<file path="src/rtl/mem_stage_ctrl_if.sv">
// rtl/mem_stage_ctrl_if.sv - data-memory bus between the MEM stage controller and memory
interface mem_stage_ctrl_if;
  logic        mem_req;
  logic        mem_we;
  logic [31:0] mem_addr;
  logic [31:0] mem_wdata;
  logic [31:0] mem_rdata;
  logic        mem_ack;

  modport master (
    output mem_req, mem_we, mem_addr, mem_wdata,
    input  mem_rdata, mem_ack
  );

  modport slave (
    input  mem_req, mem_we, mem_addr, mem_wdata,
    output mem_rdata, mem_ack
  );
endinterface

</file>
<file path="src/rtl/mem_stage_ctrl.sv">
// rtl/mem_stage_ctrl.sv - MEM stage: data-memory req/ack access, stall, MEM/WB register
// Optional misaligned-access squash enabled by MEM_ALIGN_CHECK_EN.
module mem_stage_ctrl #(
  parameter int TIMEOUT = 16,
  parameter int TO_W    = 8
) (
  input  logic        clock,
  input  logic        reset,
  input  logic [1:0]  WB,
  input  logic [2:0]  M,
  input  logic [31:0] ALUOut,
  input  logic [31:0] WriteDataIn,
  input  logic [4:0]  RegRD,
  output logic        stall,
  mem_stage_ctrl_if.master bus,
  output logic [1:0]  WBreg,
  output logic [31:0] MemDataReg,
  output logic [31:0] ALUreg,
  output logic [4:0]  RegRDreg,
`ifdef MEM_ALIGN_CHECK_EN
  output logic        misalign,
`endif
  output logic        bus_err
);

  typedef enum logic {IDLE, ACCESS} state_t;

  localparam logic [TO_W-1:0] TO_LAST = TO_W'((TIMEOUT == 0) ? 0 : TIMEOUT - 1);

  state_t          state_q, state_d;
  logic [TO_W-1:0] cnt_q;

  logic mem_op;
  logic timeout_hit;
  logic issue, complete, abort, cnt_inc, wb_pass, wb_bubble;
`ifdef MEM_ALIGN_CHECK_EN
  logic misalign_d;
`endif

  // Branch bit belongs to the EX stage; carried through untouched here.
  wire unused_branch = M[2];

  assign mem_op      = M[1] | M[0];
  assign timeout_hit = (TIMEOUT != 0) && (cnt_q == TO_LAST);

  always_ff @(posedge clock) begin
    if (reset) state_q <= IDLE;
    else       state_q <= state_d;
  end

  always_comb begin
    state_d   = state_q;
    stall     = 1'b0;
    issue     = 1'b0;
    complete  = 1'b0;
    abort     = 1'b0;
    cnt_inc   = 1'b0;
    wb_pass   = 1'b0;
    wb_bubble = 1'b0;
`ifdef MEM_ALIGN_CHECK_EN
    misalign_d = 1'b0;
`endif
    case (state_q)
      IDLE: begin
        if (mem_op) begin
`ifdef MEM_ALIGN_CHECK_EN
          if (ALUOut[1:0] != 2'b00) begin
            wb_bubble  = 1'b1;
            misalign_d = 1'b1;
          end else
`endif
          begin
            stall     = 1'b1;
            issue     = 1'b1;
            wb_bubble = 1'b1;
            state_d   = ACCESS;
          end
        end else begin
          wb_pass = 1'b1;
        end
      end
      ACCESS: begin
        if (bus.mem_ack) begin
          complete = 1'b1;
          wb_pass  = 1'b1;
          state_d  = IDLE;
        end else if (timeout_hit) begin
          // Squash the instruction rather than let it retire with stale data.
          abort     = 1'b1;
          wb_bubble = 1'b1;
          state_d   = IDLE;
        end else begin
          stall     = 1'b1;
          cnt_inc   = 1'b1;
          wb_bubble = 1'b1;
        end
      end
      default: state_d = IDLE;
    endcase
  end

  always_ff @(posedge clock) begin
    if (reset) begin
      bus.mem_req   <= 1'b0;
      bus.mem_we    <= 1'b0;
      bus.mem_addr  <= '0;
      bus.mem_wdata <= '0;
      cnt_q         <= '0;
      bus_err       <= 1'b0;
      WBreg         <= '0;
      MemDataReg    <= '0;
      ALUreg        <= '0;
      RegRDreg      <= '0;
`ifdef MEM_ALIGN_CHECK_EN
      misalign      <= 1'b0;
`endif
    end else begin
      if (issue) begin
        bus.mem_req   <= 1'b1;
        bus.mem_we    <= M[0];
        bus.mem_addr  <= ALUOut;
        bus.mem_wdata <= WriteDataIn;
        cnt_q         <= '0;
      end
      if (cnt_inc)            cnt_q       <= cnt_q + TO_W'(1);
      if (complete || abort)  bus.mem_req <= 1'b0;
      if (abort)              bus_err     <= 1'b1;
      if (wb_pass) begin
        WBreg    <= WB;
        ALUreg   <= ALUOut;
        RegRDreg <= RegRD;
      end
      if (wb_bubble) begin
        WBreg    <= '0;
        RegRDreg <= '0;
      end
      if (complete && !bus.mem_we) MemDataReg <= bus.mem_rdata;
`ifdef MEM_ALIGN_CHECK_EN
      misalign <= misalign_d;
`endif
    end
  end

endmodule

</file>
<file path="src/flat_wrapper.sv">
// flat-port wrapper written by rule: the top's interface ports become plain ports
module mem_stage_ctrl_flat 
#(
  parameter int TIMEOUT = 16,
  parameter int TO_W    = 8
)
  (clock, reset, WB, M, ALUOut, WriteDataIn, RegRD, stall, WBreg, MemDataReg, ALUreg, RegRDreg, bus_err, bus_mem_req, bus_mem_we, bus_mem_addr, bus_mem_wdata, bus_mem_rdata, bus_mem_ack);
  mem_stage_ctrl_if bus_i ();
  input  logic clock;
  input  logic reset;
  input  logic [1:0] WB;
  input  logic [2:0] M;
  input  logic [31:0] ALUOut;
  input  logic [31:0] WriteDataIn;
  input  logic [4:0] RegRD;
  output logic stall;
  output logic [1:0] WBreg;
  output logic [31:0] MemDataReg;
  output logic [31:0] ALUreg;
  output logic [4:0] RegRDreg;
  output logic bus_err;
  output wire logic [$bits(bus_i.mem_req)-1:0] bus_mem_req;
  output wire logic [$bits(bus_i.mem_we)-1:0] bus_mem_we;
  output wire logic [$bits(bus_i.mem_addr)-1:0] bus_mem_addr;
  output wire logic [$bits(bus_i.mem_wdata)-1:0] bus_mem_wdata;
  input wire logic [$bits(bus_i.mem_rdata)-1:0] bus_mem_rdata;
  input wire logic [$bits(bus_i.mem_ack)-1:0] bus_mem_ack;
  assign bus_mem_req = bus_i.mem_req;
  assign bus_mem_we = bus_i.mem_we;
  assign bus_mem_addr = bus_i.mem_addr;
  assign bus_mem_wdata = bus_i.mem_wdata;
  assign bus_i.mem_rdata = bus_mem_rdata;
  assign bus_i.mem_ack = bus_mem_ack;
  mem_stage_ctrl #(.TIMEOUT(TIMEOUT), .TO_W(TO_W)) u_core (.clock(clock), .reset(reset), .WB(WB), .M(M), .ALUOut(ALUOut), .WriteDataIn(WriteDataIn), .RegRD(RegRD), .stall(stall), .bus(bus_i), .WBreg(WBreg), .MemDataReg(MemDataReg), .ALUreg(ALUreg), .RegRDreg(RegRDreg), .bus_err(bus_err));
endmodule
</file>
<file path="config.mk">
export PLATFORM = sky130hd
export DESIGN_NAME = mem_stage_ctrl_flat
export DESIGN_NICKNAME = d
export VERILOG_FILES = /design/src/rtl/mem_stage_ctrl_if.sv /design/src/rtl/mem_stage_ctrl.sv /design/src/flat_wrapper.sv
export SDC_FILE = /design/constraint.sdc
export NUM_CORES = 1
export LEC_CHECK = 0
export BUFFER_PORTS_ARGS = -buffer_cell sky130_fd_sc_hd__buf_2
export CAP_MARGIN = 0
export CORE_UTILIZATION = 48
export CTS_BUF_LIST = sky130_fd_sc_hd__clkbuf_8
export DETAILED_ROUTE_END_ITERATION = 10
export GPL_TIMING_DRIVEN = 0
export PLACE_DENSITY = 0.83
export SLEW_MARGIN = 20
export SYNTH_ARGS = -nofsm -noshare
export SYNTH_HDL_FRONTEND = slang
export SYNTH_SLANG_ARGS = --single-unit
</file>
<file path="constraint.sdc">
create_clock -name clock -period 1.8 [get_ports clock]
set_input_delay 0.36 -clock clock [delete_from_list [all_inputs] [get_ports clock]]
set_output_delay 0.36 -clock clock [all_outputs]
set_load 0.01 [all_outputs]
</file>
# Word level (Yosys, flattened, before mapping)
# Cells that the tools add are included.
# classes
n_addsub	1
n_mux	17
reduce_logical	6
bitwise	2
eq_ne	1
# ops
cell	count
two-way mux 8 bit	2
two-way mux 1 bit	12
adder 8 x 1 -> 8 bit (second input constant)	1
equality test 8 x 4 -> 1 bit (second input constant)	1
case mux 1 bit (2 select lines)	3
OR reduction 2 bit	2
nonzero test 2 bit	1
logical AND 1 bit	1
logical NOT 1 bit	1
logical OR 1 bit	1
NOT 1 bit	1
bitwise OR 1 bit	1
# totals
regBits	147
out_inout_bits	139
elab_cells	38

# Longest topological paths before layout
# Gate-level depths: netlist of run 1.
# logic_depth
depth_word	6
depth_mapped	6

# Worst setup path before layout of run 1
# Ideal clock, no wire load.
# synth_timing
path_kind	flip-flop to output port
from	register u_core.cnt_q[0]
to	output port stall
required_ps	1440
setup_slack_ps	251
arrival_ps	1189
stages_incl_launch_ff	5
n_path_buf	0
path_cell_list	dfxtp_1 > ha_1 > nand3_1 > o31ai_4 > nand2_1
# synth_via
elab_chain_len	4
# synth_lines
item	line_no	rtl
start, declared	mem_stage_ctrl.sv:31	logic [TO_W-1:0] cnt_q;
start signal, assigned	mem_stage_ctrl.sv:125	if (cnt_inc) cnt_q <= cnt_q + TO_W'(1);
equality test 8 x 4 -> 1 bit	mem_stage_ctrl.sv:44	assign timeout_hit = (TIMEOUT != 0) && (cnt_q == TO_LAST);
two-way mux 1 bit	mem_stage_ctrl.sv:87	end else if (timeout_hit) begin
two-way mux 1 bit	mem_stage_ctrl.sv:83	if (bus.mem_ack) begin
case mux 1 bit (2 select lines)	mem_stage_ctrl.sv:63	case (state_q)
end, declared	flat_wrapper.sv:16	output logic stall;
# Every way passes these cells.

# Worst setup path in the final report of run 1
# layout_timing
from	register u_core.cnt_q[5]
to	output port stall
# Same word-level chain as after synthesis.

==> results.toml, run 1 <==
[status]
outcome = "finished with violations"
violations = "setup timing"

[worst_hold_path]
hold_class = "primary input to register"

[placed_design]
portBuffers = 245
globalplace.congestion = 0.872
placedCellCount = 1019
pre_cts_ws_ps = -22.7
place_area_um2 = 6540
hpwl_um = 10600

[cells_and_area]
design_area_um2 = 6990
nFillCells = 922
final_common_cell = "buf_2"
layout_common_cells = "buf_2 (265), nand2_1 (262), dfxtp_1 (142)"
nets = 1013
diodes = 0
area_growth_pct = 35.8
final_core_util_pct = 67.4
drive_above_1_share_pct = 34.3
final_cells = 1052

[sta]
final_max_slew_viol_count = 0
slew_headroom_pct = 58.6
min_period_ps = 1960
hold_ws_ps = 126
finalCritPeriodShare_pct = 109
worst_slew_pin_slew_ps = 617
max_freq_ghz = 0.511
hold_viol_final = 0
rsz0062_at_grt = "true"
setup_slack_ps = -156
clock_skew_ps = 9.10
setup_viol = 1

[worst_setup_path]
cp.required_ps = 1440
worstSetupPathType = "register to output pin"
path_cells = "or3_4 -> o31ai_4 -> nand2_1 -> buf_2"
max_stage_delay_ps = 410
crit_path_start_kind = "register"
cpMaxStageDelayCell = "or3_4"
arrival_ps = 1600
end_kind = "output pin"
crit_fanout = 4

[power_and_ir_drop]
comb_power_share_pct = 13.9
vdd_ir_drop_max_v = 0.000603
p_sw_w = 0.00203
power_density_nw_per_um2 = 1010
p_int_w = 0.00505
clkPwrFrac_pct = 36.0
swShare_pct = 28.6
p_seq_share_pct = 50.0
leakage_nw = 3.28

[global_routing]
grt_pass1_wl_um = 22300
antenna_found_initial = 0
grt_pass1_vias = 4729
track_usage_pct = 25.4
grt_overflow = 0
grt_max_degree = 20

[route]
drt-pass1-iter-count = 4
wl_per_cell_um = 13.6
drt_iter0_markers = 349
vias = 5183
drc = 0
routed_via_density = 4.93
wirelength_um = 14400
antenna_left = 0

[floorplan]
initial_core_util_pct = 49.6
dieArea_um2 = 11100
core-area_um2 = 10400
die_w_um = 106
die_y_um = 106
row_count = 37
io_pins = 248

[logic_synthesis]
synth.avg_cell_area_um2 = 8.07
synthDistinctLibCells = 35
seq_area_frac_synth_pct = 57.2
ys_ff_latch = 147
synth_top_area_share_pct = 57.2
synth.area.top_cells = "dfxtp_1 (57%), nand2_1 (19%), a21oi_1 (13%), buf_2 (2.1%), clkbuf_1 (1.6%)"
synthCells = 638
netlist.top_cell.by_area = "dfxtp_1"
yosysWarnings = 0
syn-num-nets = 748
synthesis.area_um2 = 5150

[cts]
cts_tree = "yes"
hold_buffers = 0
clk_path_buf_depth = 2
cts_made_buffers = 17
worstSkewPairLatency_ps = 420
cts_sinks = 147
clk_pin_slew_ps = 90
root_buffer = "clkbuf_8"
cts.htree.levels = 4

[run]
cap_violations = 0
[registers in the layout (all words and copies together), names as in the netlist]
signal / cells
u_core.bus.mem_addr: 32
u_core.MemDataReg: 32
u_core.WBreg: 2
u_core.ALUreg: 32
u_core.bus.mem_req: 1
u_core.bus.mem_wdata: 32
u_core.bus_err: 1
u_core.RegRDreg: 5
u_core.cnt_q: 8
u_core.state_q: 1
u_core.bus.mem_we: 1
[area by class of cell]
class / count / area [µm²] / share of cell area, %
repair buffers: 247 / 1240 / 17.8
clock buffers: 19 / 262 / 3.74
clock inverters: 13 / 139 / 1.99
flip-flops and latches: 147 / 2950 / 42.2
multi-input cells: 447 / 2040 / 29.1
plain buffers: 43 / 191 / 2.74
well taps: 136 / 170 / 2.43
[cells in the mapped netlist]
cell / n
o31ai_1: 1
o21bai_1: 1
xnor2_1: 1
nor3_2: 1
a31oi_1: 1
dfxtp_1: 147
ha_1: 1
nand2_1: 262
mux2i_1: 1
and2_1: 7
a21oi_1: 134
mux2_2: 1
or4b_1: 1
nand4b_1: 1
nor4_1: 1
o21a_1: 1
o31ai_2: 1
buf_2: 22
clkbuf_1: 22
o311ai_1: 1
o31a_1: 1
nand3_1: 4
nor2_1: 8
and2b_1: 1
nor3_1: 5
or3_4: 1
nand2b_1: 1
xor2_1: 1
and3_1: 1
o21ai_0: 1
or4_1: 1
or2_2: 1
nand3b_1: 1
o31ai_4: 1
o211ai_1: 2
[stage by stage]
| step | total power (W) | TNS, ps |
|---|---|---|
| CTS | 0.00713 | -168 |
| finish | 0.00708 | -156 |
| detailed placement | 0.00460 | -140 |
| floorplan | 0.00413 | 0 |
| global placement | 0.00458 | -379 |
| global route | 0.00741 | -238 |
[path summary, 6_finish.rpt]
check / from / endpoint / slack (ps) / depth (start not counted)
worst min register to register: u_core.ALUreg[0] / u_core.ALUreg[0] / 450 / 2
worst max register to register: u_core.state_q / u_core.ALUreg[1] / 220 / 4
worst min-delay path: RegRD[3] / u_core.RegRDreg[3] / 130 / 2
worst max-delay path: u_core.cnt_q[5] / stall / -160 / 4
[critical path, delay by kind of cell, from the launching register on]
kind / cells / cell delay [ps]
AOI/OAI and AO/OA: 1 / 230
buffers and inverters: 1 / 150
DFF: 1 / 320
and+or+nand+nor: 2 / 480
[timing repair]
item / CTS / global route
buffers inserted: 2 / 0
setup endpoints to repair: 1 / 3
pin swaps: 3 / 1
resized for setup: 10 / 3
[cells by family after synthesis]
family          after synthesis  synth area share [%]
buf+inv                      44                  3.74
mux                           2                 0.413
simple gates                297                  23.1
flops                       147                  57.2
compound gates              145                  15.0
fa+ha+maj                     1                 0.243
xor+xnor                      2                 0.340
[layer usage]
layer  vias to the layer above  global-route usage (%)  part of all wire [%]
li1                       2611                       -                     -
met1                      2335                    31.1                    43
met2                       220                    42.4                    48
met3                        17                    6.93                   7.5
met4                         0                    9.72                   1.8
met5                         -                       0                     0
[power groups by stage]
| stage | sequential (W) | clock [W] | combinational [W] |
|---|---|---|---|
| floorplan | 0.00371 | 0 | 0.000422 |
| global placement | 0.00361 | 0 | 0.000977 |
| detailed placement | 0.00361 | 0 | 0.000986 |
| CTS | 0.00354 | 0.00260 | 0.000992 |
| global route | 0.00357 | 0.00276 | 0.00109 |
| finish | 0.00354 | 0.00255 | 0.000986 |
Power figures use the tool's default switching activity.
==> run 2, diff against run 1 <==
==> constraint.sdc (replaced) <==
create_clock -name clock -period 1.8 [get_ports clock]
set_input_delay 0.18 -clock clock [delete_from_list [all_inputs] [get_ports clock]]
set_output_delay 0.18 -clock clock [all_outputs]
set_load 0.01 [all_outputs]
==> results.toml, run 2 (synthesized netlist as in run 1, its figures left out) <==
[cells_and_area]
final_common_cell = "buf_2"
seqCellArea_um2 = 2950
diodes = 0
drive_above_1_share_pct = 30.8
nFillCells = 678
final_core_util_pct = 77.4
layout_common_cells = "buf_2 (265), nand2_1 (262), dfxtp_1 (142)"
nets = 1115
final_cells = 1154
area_growth_pct = 55.8
multi_input_area_um2 = 2050

[global_routing]
grt_pass1_vias = 5734
grt_pass1_wl_um = 27500
grt_max_degree = 20
grt_overflow = 0
antenna_found_initial = 0
track_usage_pct = 31.4

[sta]
hold_viol_final = 0
max_freq_ghz = 0.560
slew_headroom_pct = 57.5
worst_slew_pin_slew_ps = 637
setup_slack_ps = 12.8
clock_skew_ps = 9.59
finalCritPeriodShare_pct = 99.3
final_max_slew_viol_count = 0
min_period_ps = 1790
setup_viol = 0
rsz0062_at_grt = "true"

[floorplan]
initial_core_util_pct = 49.6
die_w_um = 106
die_y_um = 106
row_count = 37
dieArea_um2 = 11100
io_pins = 248
core-area_um2 = 10400

[cts]
cts.htree.levels = 4
clk_pin_slew_ps = 70
root_buffer = "clkbuf_8"
cts_tree = "yes"
worstSkewPairLatency_ps = 420
cts_made_buffers = 17
cts_sinks = 147
clk_path_buf_depth = 2

[route]
wirelength_um = 17600
antenna_left = 0
vias = 5843
drt-pass1-iter-count = 5
drc = 0
drt_iter0_markers = 559
routed_via_density = 5.06
wl_per_cell_um = 15.2

[worst_setup_path]
crit_path_start_kind = "register"
ff2ff_setup_slack_ps = 170
worstSetupPathType = "register to output pin"
r2r_cells = 4
cp-endpoint = "stall"
worst_r2r_endpoint = "u_core.ALUreg[27]"
startpoint = "u_core.cnt_q[5]"
end_kind = "output pin"
timing.rr.start = "u_core.state_q"
crit_fanout = 4
cp.required_ps = 1620
arrival_ps = 1610

[placed_design]
portBuffers = 245
hpwl_um = 10600
pre_cts_ws_ps = 121
globalplace.congestion = 0.872
placedCellCount = 1019

[power_and_ir_drop]
vdd_ir_drop_max_v = 0.000554
power_density_nw_per_um2 = 914
leakage_nw = 3.71

[worst_hold_path]
hold_class = "primary input to register"

[run]
cap_violations = 0

[status]
outcome = "finished clean"
## run 2: changes by cell type in the layout (fill, tap and decap cells not counted)
cell / delta
o31ai_4: +1
dlygate4sd3_1: +102
o31ai_2: -1
## run 2: critical path, cell delays in order (launching register included)
cell and delay, ps:
dfxtp_2 320, or3_4 420, o31ai_4 230, nand2_1 80, buf_2 140
## run 2: worst min path at each step
stage / slack (ps) / from / cells past startpoint / endpoint
3_5_place_dp: 390 / RegRD[3] / 2 / u_core.RegRDreg[3]
3_3_place_gp: 380 / WB[0] / 2 / u_core.WBreg[0]
6_report: 40 / bus_mem_rdata[19] / 3 / u_core.MemDataReg[19]
2_1_floorplan: 300 / RegRD[0] / 1 / u_core.RegRDreg[0]
4_1_cts: 0.7 / bus_mem_rdata[0] / 3 / u_core.MemDataReg[0]
5_1_grt: 20 / bus_mem_rdata[19] / 3 / u_core.MemDataReg[19]
## run 2: per-layer routing
| layer | up-vias | track usage (%) | wire length, µm |
|---|---|---|---|
| met2 | 311 | 55.2 | 8770 |
| met5 | - | 0 | 0 |
| li1 | 2815 | - | - |
| met1 | 2671 | 35.3 | 7000 |
| met3 | 46 | 8.47 | 1350 |
| met4 | 0 | 14.3 | 454 |
## run 2: power by group
part,switching [W],internal [W]
clock,0.00136,0.00122
sequential,0.000101,0.00345
combinational,0.000675,0.000532
## run 2: area by class of cell
| type | count | share of cell area, % |
|---|---|---|
| sequential | 147 | 36.8 |
| timing repair buffer | 349 | 28.2 |
| multi-input combinational | 447 | 25.5 |
| clock buffer | 19 | 3.26 |
| buffer | 43 | 2.39 |
| tap | 136 | 2.12 |
| clock inverter | 13 | 1.73 |
## run 2: per-stage QoR
step	power [W]	instance area (µm²)	setup TNS (ps)	hold slack, ps
after floorplan	0.00413	5150	0	302
after global placement	0.00458	6540	0	379
after detailed placement	0.00460	6540	0	385
after CTS	0.00730	8000	0	0.696
after global routing	0.00764	8020	-62.1	18.4
final	0.00733	8020	0	36.1
## run 2: what timing repair did
action / 4_1_cts / 5_1_grt
gates resized for setup: 9 / 5
endpoints found under the setup margin: 1 / 4
buffers inserted: 2 / 0
pin swaps: 2 / 1
hold buffers: 101 / 1
hold endpoints to repair: 130 / 1
